===== src/rtl/systolic_ctrl_if.sv =====
// rtl/systolic_ctrl_if.sv - weight, activation and result streams of systolic_ctrl
interface systolic_ctrl_if #(
    parameter int N = 4
);
    logic            w_valid;
    logic            w_ready;
    logic [N*8-1:0]  w_data;
    logic            a_valid;
    logic            a_ready;
    logic [N*8-1:0]  a_data;
    logic            r_valid;
    logic [N*32-1:0] r_data;

    modport master (
        output w_valid, w_data, a_valid, a_data,
        input  w_ready, a_ready, r_valid, r_data
    );

    modport slave (
        input  w_valid, w_data, a_valid, a_data,
        output w_ready, a_ready, r_valid, r_data
    );
endinterface


===== src/rtl/systolic_ctrl.sv =====
// rtl/systolic_ctrl.sv - weight-stationary systolic array sequencer; SYSTOLIC_CTRL_PERF_EN adds stall_cnt
module systolic_ctrl #(
    parameter int N     = 4,
    parameter int CNT_W = 16
) (
    input  logic               clk,
    input  logic               reset_n,
    input  logic               start,
    input  logic [CNT_W-1:0]   num_vec,
    output logic               busy,
    output logic               done,
    systolic_ctrl_if.slave     s_if,
    output logic [N*N*8-1:0]   arr_weight,
    output logic [N*8-1:0]     arr_west,
    input  logic [N*32-1:0]    arr_south
`ifdef SYSTOLIC_CTRL_PERF_EN
    ,
    output logic [CNT_W-1:0]   stall_cnt
`endif
);
    localparam int ROW_W = (N > 1) ? $clog2(N) : 1;

    typedef enum logic [2:0] {
        S_IDLE,
        S_LOAD,
        S_STREAM,
        S_DRAIN,
        S_DONE
    } state_t;

    state_t            state;
    state_t            state_nxt;
    logic [ROW_W-1:0]  w_row;
    logic [CNT_W-1:0]  vec_left;
    logic [2*N-1:0]    tag_sr;
    logic [N*8-1:0]    skew_in;
    logic [N*32-1:0]   aligned;
    logic              w_fire;
    logic              a_fire;

    assign w_fire  = (state == S_LOAD) && s_if.w_valid;
    assign a_fire  = (state == S_STREAM) && s_if.a_valid;
    assign skew_in = a_fire ? s_if.a_data : '0;

    always_ff @(posedge clk) begin
        if (!reset_n) begin
            state <= S_IDLE;
        end else begin
            state <= state_nxt;
        end
    end

    always_comb begin
        state_nxt    = state;
        busy         = 1'b1;
        done         = 1'b0;
        s_if.w_ready = 1'b0;
        s_if.a_ready = 1'b0;
        case (state)
            S_IDLE: begin
                busy = 1'b0;
                if (start) begin
                    state_nxt = S_LOAD;
                end
            end
            S_LOAD: begin
                s_if.w_ready = 1'b1;
                if (w_fire && (w_row == ROW_W'(N - 1))) begin
                    state_nxt = (vec_left == '0) ? S_DONE : S_STREAM;
                end
            end
            S_STREAM: begin
                s_if.a_ready = 1'b1;
                if (a_fire && (vec_left == CNT_W'(1))) begin
                    state_nxt = S_DRAIN;
                end
            end
            S_DRAIN: begin
                // tag_sr empties on the same edge that raises the final r_valid
                if (tag_sr == '0) begin
                    state_nxt = S_DONE;
                end
            end
            S_DONE: begin
                done      = 1'b1;
                state_nxt = S_IDLE;
            end
            default: begin
                state_nxt = S_IDLE;
            end
        endcase
    end

    always_ff @(posedge clk) begin
        if (!reset_n) begin
            w_row      <= '0;
            vec_left   <= '0;
            arr_weight <= '0;
        end else begin
            if ((state == S_IDLE) && start) begin
                w_row    <= '0;
                vec_left <= num_vec;
            end
            if (w_fire) begin
                arr_weight[int'(w_row)*N*8 +: N*8] <= s_if.w_data;
                w_row                              <= w_row + ROW_W'(1);
            end
            if (a_fire) begin
                vec_left <= vec_left - CNT_W'(1);
            end
        end
    end

    // Row i sees its lane after i+1 registers, matching the array's diagonal wavefront
    for (genvar gi = 0; gi < N; gi++) begin : g_skew
        logic [7:0] sr [gi+1];
        always_ff @(posedge clk) begin
            if (!reset_n) begin
                for (int k = 0; k <= gi; k++) begin
                    sr[k] <= '0;
                end
            end else begin
                sr[0] <= skew_in[gi*8 +: 8];
                for (int k = 1; k <= gi; k++) begin
                    sr[k] <= sr[k-1];
                end
            end
        end
        assign arr_west[gi*8 +: 8] = sr[gi];
    end

    for (genvar gj = 0; gj < N; gj++) begin : g_deskew
        if (gj == N - 1) begin : g_pass
            assign aligned[gj*32 +: 32] = arr_south[gj*32 +: 32];
        end else begin : g_dly
            logic [31:0] dr [N-1-gj];
            always_ff @(posedge clk) begin
                if (!reset_n) begin
                    for (int k = 0; k < N - 1 - gj; k++) begin
                        dr[k] <= '0;
                    end
                end else begin
                    dr[0] <= arr_south[gj*32 +: 32];
                    for (int k = 1; k < N - 1 - gj; k++) begin
                        dr[k] <= dr[k-1];
                    end
                end
            end
            assign aligned[gj*32 +: 32] = dr[N-2-gj];
        end
    end

    always_ff @(posedge clk) begin
        if (!reset_n) begin
            tag_sr       <= '0;
            s_if.r_valid <= 1'b0;
            s_if.r_data  <= '0;
        end else begin
            tag_sr       <= {tag_sr[2*N-2:0], a_fire};
            s_if.r_valid <= tag_sr[2*N-1];
            if (tag_sr[2*N-1]) begin
                s_if.r_data <= aligned;
            end
        end
    end

`ifdef SYSTOLIC_CTRL_PERF_EN
    always_ff @(posedge clk) begin
        if (!reset_n) begin
            stall_cnt <= '0;
        end else if ((state == S_IDLE) && start) begin
            stall_cnt <= '0;
        end else if ((state == S_STREAM) && !s_if.a_valid) begin
            stall_cnt <= stall_cnt + CNT_W'(1);
        end
    end
`endif

endmodule


===== src/flat_wrapper.sv =====
// flat-port wrapper written by rule: the top's interface ports become plain ports
module systolic_ctrl_flat 
#(
    parameter int N     = 4,
    parameter int CNT_W = 16
)
  (clk, reset_n, start, num_vec, busy, done, arr_weight, arr_west, arr_south, s_if_w_valid, s_if_w_data, s_if_a_valid, s_if_a_data, s_if_w_ready, s_if_a_ready, s_if_r_valid, s_if_r_data);
  systolic_ctrl_if #(.N(N)) s_if_i ();
  input  logic clk;
  input  logic reset_n;
  input  logic start;
  input  logic [CNT_W-1:0] num_vec;
  output logic busy;
  output logic done;
  output logic [N*N*8-1:0] arr_weight;
  output logic [N*8-1:0] arr_west;
  input  logic [N*32-1:0] arr_south;
  input wire logic [$bits(s_if_i.w_valid)-1:0] s_if_w_valid;
  input wire logic [$bits(s_if_i.w_data)-1:0] s_if_w_data;
  input wire logic [$bits(s_if_i.a_valid)-1:0] s_if_a_valid;
  input wire logic [$bits(s_if_i.a_data)-1:0] s_if_a_data;
  output wire logic [$bits(s_if_i.w_ready)-1:0] s_if_w_ready;
  output wire logic [$bits(s_if_i.a_ready)-1:0] s_if_a_ready;
  output wire logic [$bits(s_if_i.r_valid)-1:0] s_if_r_valid;
  output wire logic [$bits(s_if_i.r_data)-1:0] s_if_r_data;
  assign s_if_i.w_valid = s_if_w_valid;
  assign s_if_i.w_data = s_if_w_data;
  assign s_if_i.a_valid = s_if_a_valid;
  assign s_if_i.a_data = s_if_a_data;
  assign s_if_w_ready = s_if_i.w_ready;
  assign s_if_a_ready = s_if_i.a_ready;
  assign s_if_r_valid = s_if_i.r_valid;
  assign s_if_r_data = s_if_i.r_data;
  systolic_ctrl #(.N(N), .CNT_W(CNT_W)) u_core (.clk(clk), .reset_n(reset_n), .start(start), .num_vec(num_vec), .busy(busy), .done(done), .s_if(s_if_i), .arr_weight(arr_weight), .arr_west(arr_west), .arr_south(arr_south));
endmodule

===== config.mk =====
export PLATFORM = sky130hd
export DESIGN_NAME = systolic_ctrl_flat
export DESIGN_NICKNAME = d
export VERILOG_FILES = /design/src/rtl/systolic_ctrl_if.sv /design/src/rtl/systolic_ctrl.sv /design/src/flat_wrapper.sv
export SDC_FILE = /design/constraint.sdc
export NUM_CORES = 1
export LEC_CHECK = 0
export ABC_AREA = 1
export CORE_ASPECT_RATIO = 1.4
export CORE_UTILIZATION = 30
export DETAILED_ROUTE_END_ITERATION = 8
export HOLD_SLACK_MARGIN = 0.03
export SLEW_MARGIN = 20
export SYNTH_ARGS = -nofsm -noshare
export SYNTH_HDL_FRONTEND = slang
export SYNTH_SLANG_ARGS = --single-unit

===== constraint.sdc =====
create_clock -name clk -period 3.2 [get_ports clk]
set_clock_uncertainty 0.2 [all_clocks]
set_input_delay 0.64 -clock clk [delete_from_list [all_inputs] [get_ports clk]]
set_output_delay 0.64 -clock clk [all_outputs]
set_load 0.02 [all_outputs]

==> impl_metrics.ini <==
[yosys]
synth_seq_area_share_pct = 59.03
syn_inst = 2335
ys_warn_count = 0
synth_area_mm2 = 0.01892
synth_enable_flop_cells = 0
synth_ff_type = dfxtp_1
ys_types = 37
async_reset_ff_share_pct = 0
synth-seq-cells = 558
postSynthAreaPerCell_um2 = 8.105
synth_nets = 2556

[floorplan]
die_h_um = 299.2
dieArea_mm2 = 0.06410
ios = 506
core.rowCount = 108
coreArea_mm2 = 0.06216
die_w_um = 214.3
start_util_pct = 30.44

[route]
wl_met3_mm = 4.427
drcViolationCount = 0
wl_met2_mm = 27.15
routed_wl_mm = 54.76
num_vias = 15980
dr.pass1.iters = 5
wl_per_cell_um = 15.06
drtAntennaViolNets = 0
vias_per_cell = 4.397
drtIter0Drc = 960
wirelength_met1_mm = 20.85
top_layer_used = met4

[finish]
multi_input_comb_area_mm2 = 0.005747
n_fill_cell = 6182
final_cell_mix = dfxtp_1 (557), clkdlybuf4s50_1 (504), nand2_1 (465), nor2_1 (341), inv_1 (326)
drive_gt1_share_pct = 5.302
antenna_cells = 0
layout_commonest_cell = dfxtp_1
ff_latch_area_mm2 = 0.01117
nets = 2990
design_area_mm2 = 0.02632
area_growth_pct = 39.10

[setup_path]
cp_data_required_time_ns = 2.36
critPathKind = flop to output port
crit_path_start_kind = flop
crit_arrival_ns = 1.98
end_kind = output port
reg2reg_from = u_core.w_row[0]
cp-startpoint = u_core.state[0]
critPathMaxFanout = 5

[sta]
slew_headroom_pct = 39.91
rsz0062_at_grt = false
setup_violations = 0
max_freq_ghz = 0.3545
period_share_pct = 88.16
finalCriticalPeriod_ns = 2.821
hold_viol = 0
slew_viol_final = 0
timing.setup.tns_ns = 0
worst_slew_pin_slew_ns = 0.8980

[clock_tree]
post_cts_resized = 0
clkSlewWorstSetupHoldPaths_ns = 0.06
htreeDepth = 2
cts_root_buffer = clkbuf_16
clock_latency_ns = 0.60
cts_sinks = 558
cts_setup_buffers = 0
numCtsBuffers = 53
clock_path_buffers = 3
cts_tree = done
hold_buffers = 0

[grt]
globalRouteOverflowTotal = 0
grtUsageTotal_pct = 16.56
grt_pass1_vias = 15770
grt_start_max_net_pins = 110
antenna_found_initial = 0
grt_pass1_wl_mm = 84.97

[pwr]
switching_share_pct = 27.02
netSwitchingPower_uw = 4334
intPower_uw = 11700
seq_power_share_pct = 46.1
ir_drop_mv = 0.5321
p_clk_share_pct = 39.2
power_density_mw_per_mm2 = 609.3
pwr-share-comb_pct = 14.7
p_leak_uw = 0.01239

[run]
max_cap_violations = 0

[hold_path]
hold_path.class = flop to flop
hp-start = u_core.g_deskew[0].g_dly.dr[0][13]

[placement]
place_congestion = 0.8767
place_area_mm2 = 0.02458
place_hpwl_mm = 38.53
io_buffer_count = 505

[run_status]
status = complete, no violations
## cell usage after synthesis, drive strengths merged, types with 2 or more instances
library cell / n / area, um^2
dfxtp: 558 / 11170
nand2: 470 / 1782
nor2: 344 / 1304
inv: 336 / 1261
o21ai: 155 / 775.7
a21oi: 131 / 666.9
clkbuf: 83 / 311.6
nand3: 82 / 470.5
buf: 72 / 425.4
nand4: 60 / 375.4
o211a: 10 / 100.1
ha: 8 / 100.1
nor3: 5 / 25.02
o21a: 5 / 37.54
nand3b: 3 / 22.52
or2: 3 / 18.77
a31oi: 2 / 12.51
o211ai: 2 / 15.01
## final cells by class
cell class / instances / share of cell area (%)
repair buffers: 534 / 20.33
clock inverters: 21 / 0.9269
multi-input cells: 1285 / 21.83
inverters: 337 / 4.839
well taps: 825 / 3.921
flip-flops and latches: 558 / 42.45
clock buffers: 75 / 5.699
## final timing paths
check	endpoint	slack [ns]	cells after the start
max	s_if_a_ready	0.38	4
min	u_core.g_deskew[0].g_dly.dr[1][13]	0.20	2
max reg2reg	u_core.arr_weight[115]	0.64	8
min reg2reg	u_core.g_deskew[0].g_dly.dr[1][13]	0.20	2
## registers in the layout (all words and copies together), names as in the netlist
register,cells
u_core.w_row,2
u_core.vec_left,16
u_core.s_if.r_valid,1
u_core.g_deskew.g_dly.dr,192
u_core.s_if.r_data,128
u_core.arr_weight,128
u_core.tag_sr,8
u_core.g_skew.sr,80
u_core.state,3
## through the flow
step / hold WS (ns) / instances / utilization, % / setup WS, ns / power, uW
after floorplan: 0.1905 / 2335 / - / 0.6486 / 8983
after global placement: 0.1917 / 3539 / 39.54 / 0.4793 / 9830
after detailed placement: 0.1955 / 3539 / 39.54 / 0.4037 / 9888
after CTS: 0.2063 / 3635 / 42.35 / 0.3414 / 16220
after global routing: 0.2237 / 3635 / 42.35 / 0.2882 / 16770
final: 0.2013 / 3635 / 42.35 / 0.3787 / 16040
## cell families after synthesis
family / synth area share (%)
AOI/OAI and AO/OA: 8.582
xor gates and xnor gates: 0.09258
adders and majority gates: 0.5289
buffers and inverters: 10.60
DFF: 59.03
and+or+nand+nor: 21.16
## power groups by stage
stage | logic (uW) | registers [uW] | clock network, uW
2_1_floorplan | 1390 | 7590 | 0
3_5_place_dp | 2350 | 7540 | 0
5_1_grt | 2600 | 7420 | 6750
6_report | 2350 | 7390 | 6290
4_1_cts | 2360 | 7390 | 6480
3_3_place_gp | 2300 | 7530 | 0
## worst max-delay path: stages, from the launching register on
cell,delay [ns]
dfxtp_1,0.36
nor2_2,0.18
nand2_1,0.13
inv_1,0.10
clkdlybuf4s50_1,0.61
## layer usage
layer / vias to the layer above / global-route usage, %
li1: 8004 / -
met1: 7278 / 17.54
met2: 583 / 29.95
met3: 118 / 5.003
met4: 0 / 7.653
met5: - / 0
Power figures use the tool's default switching activity.
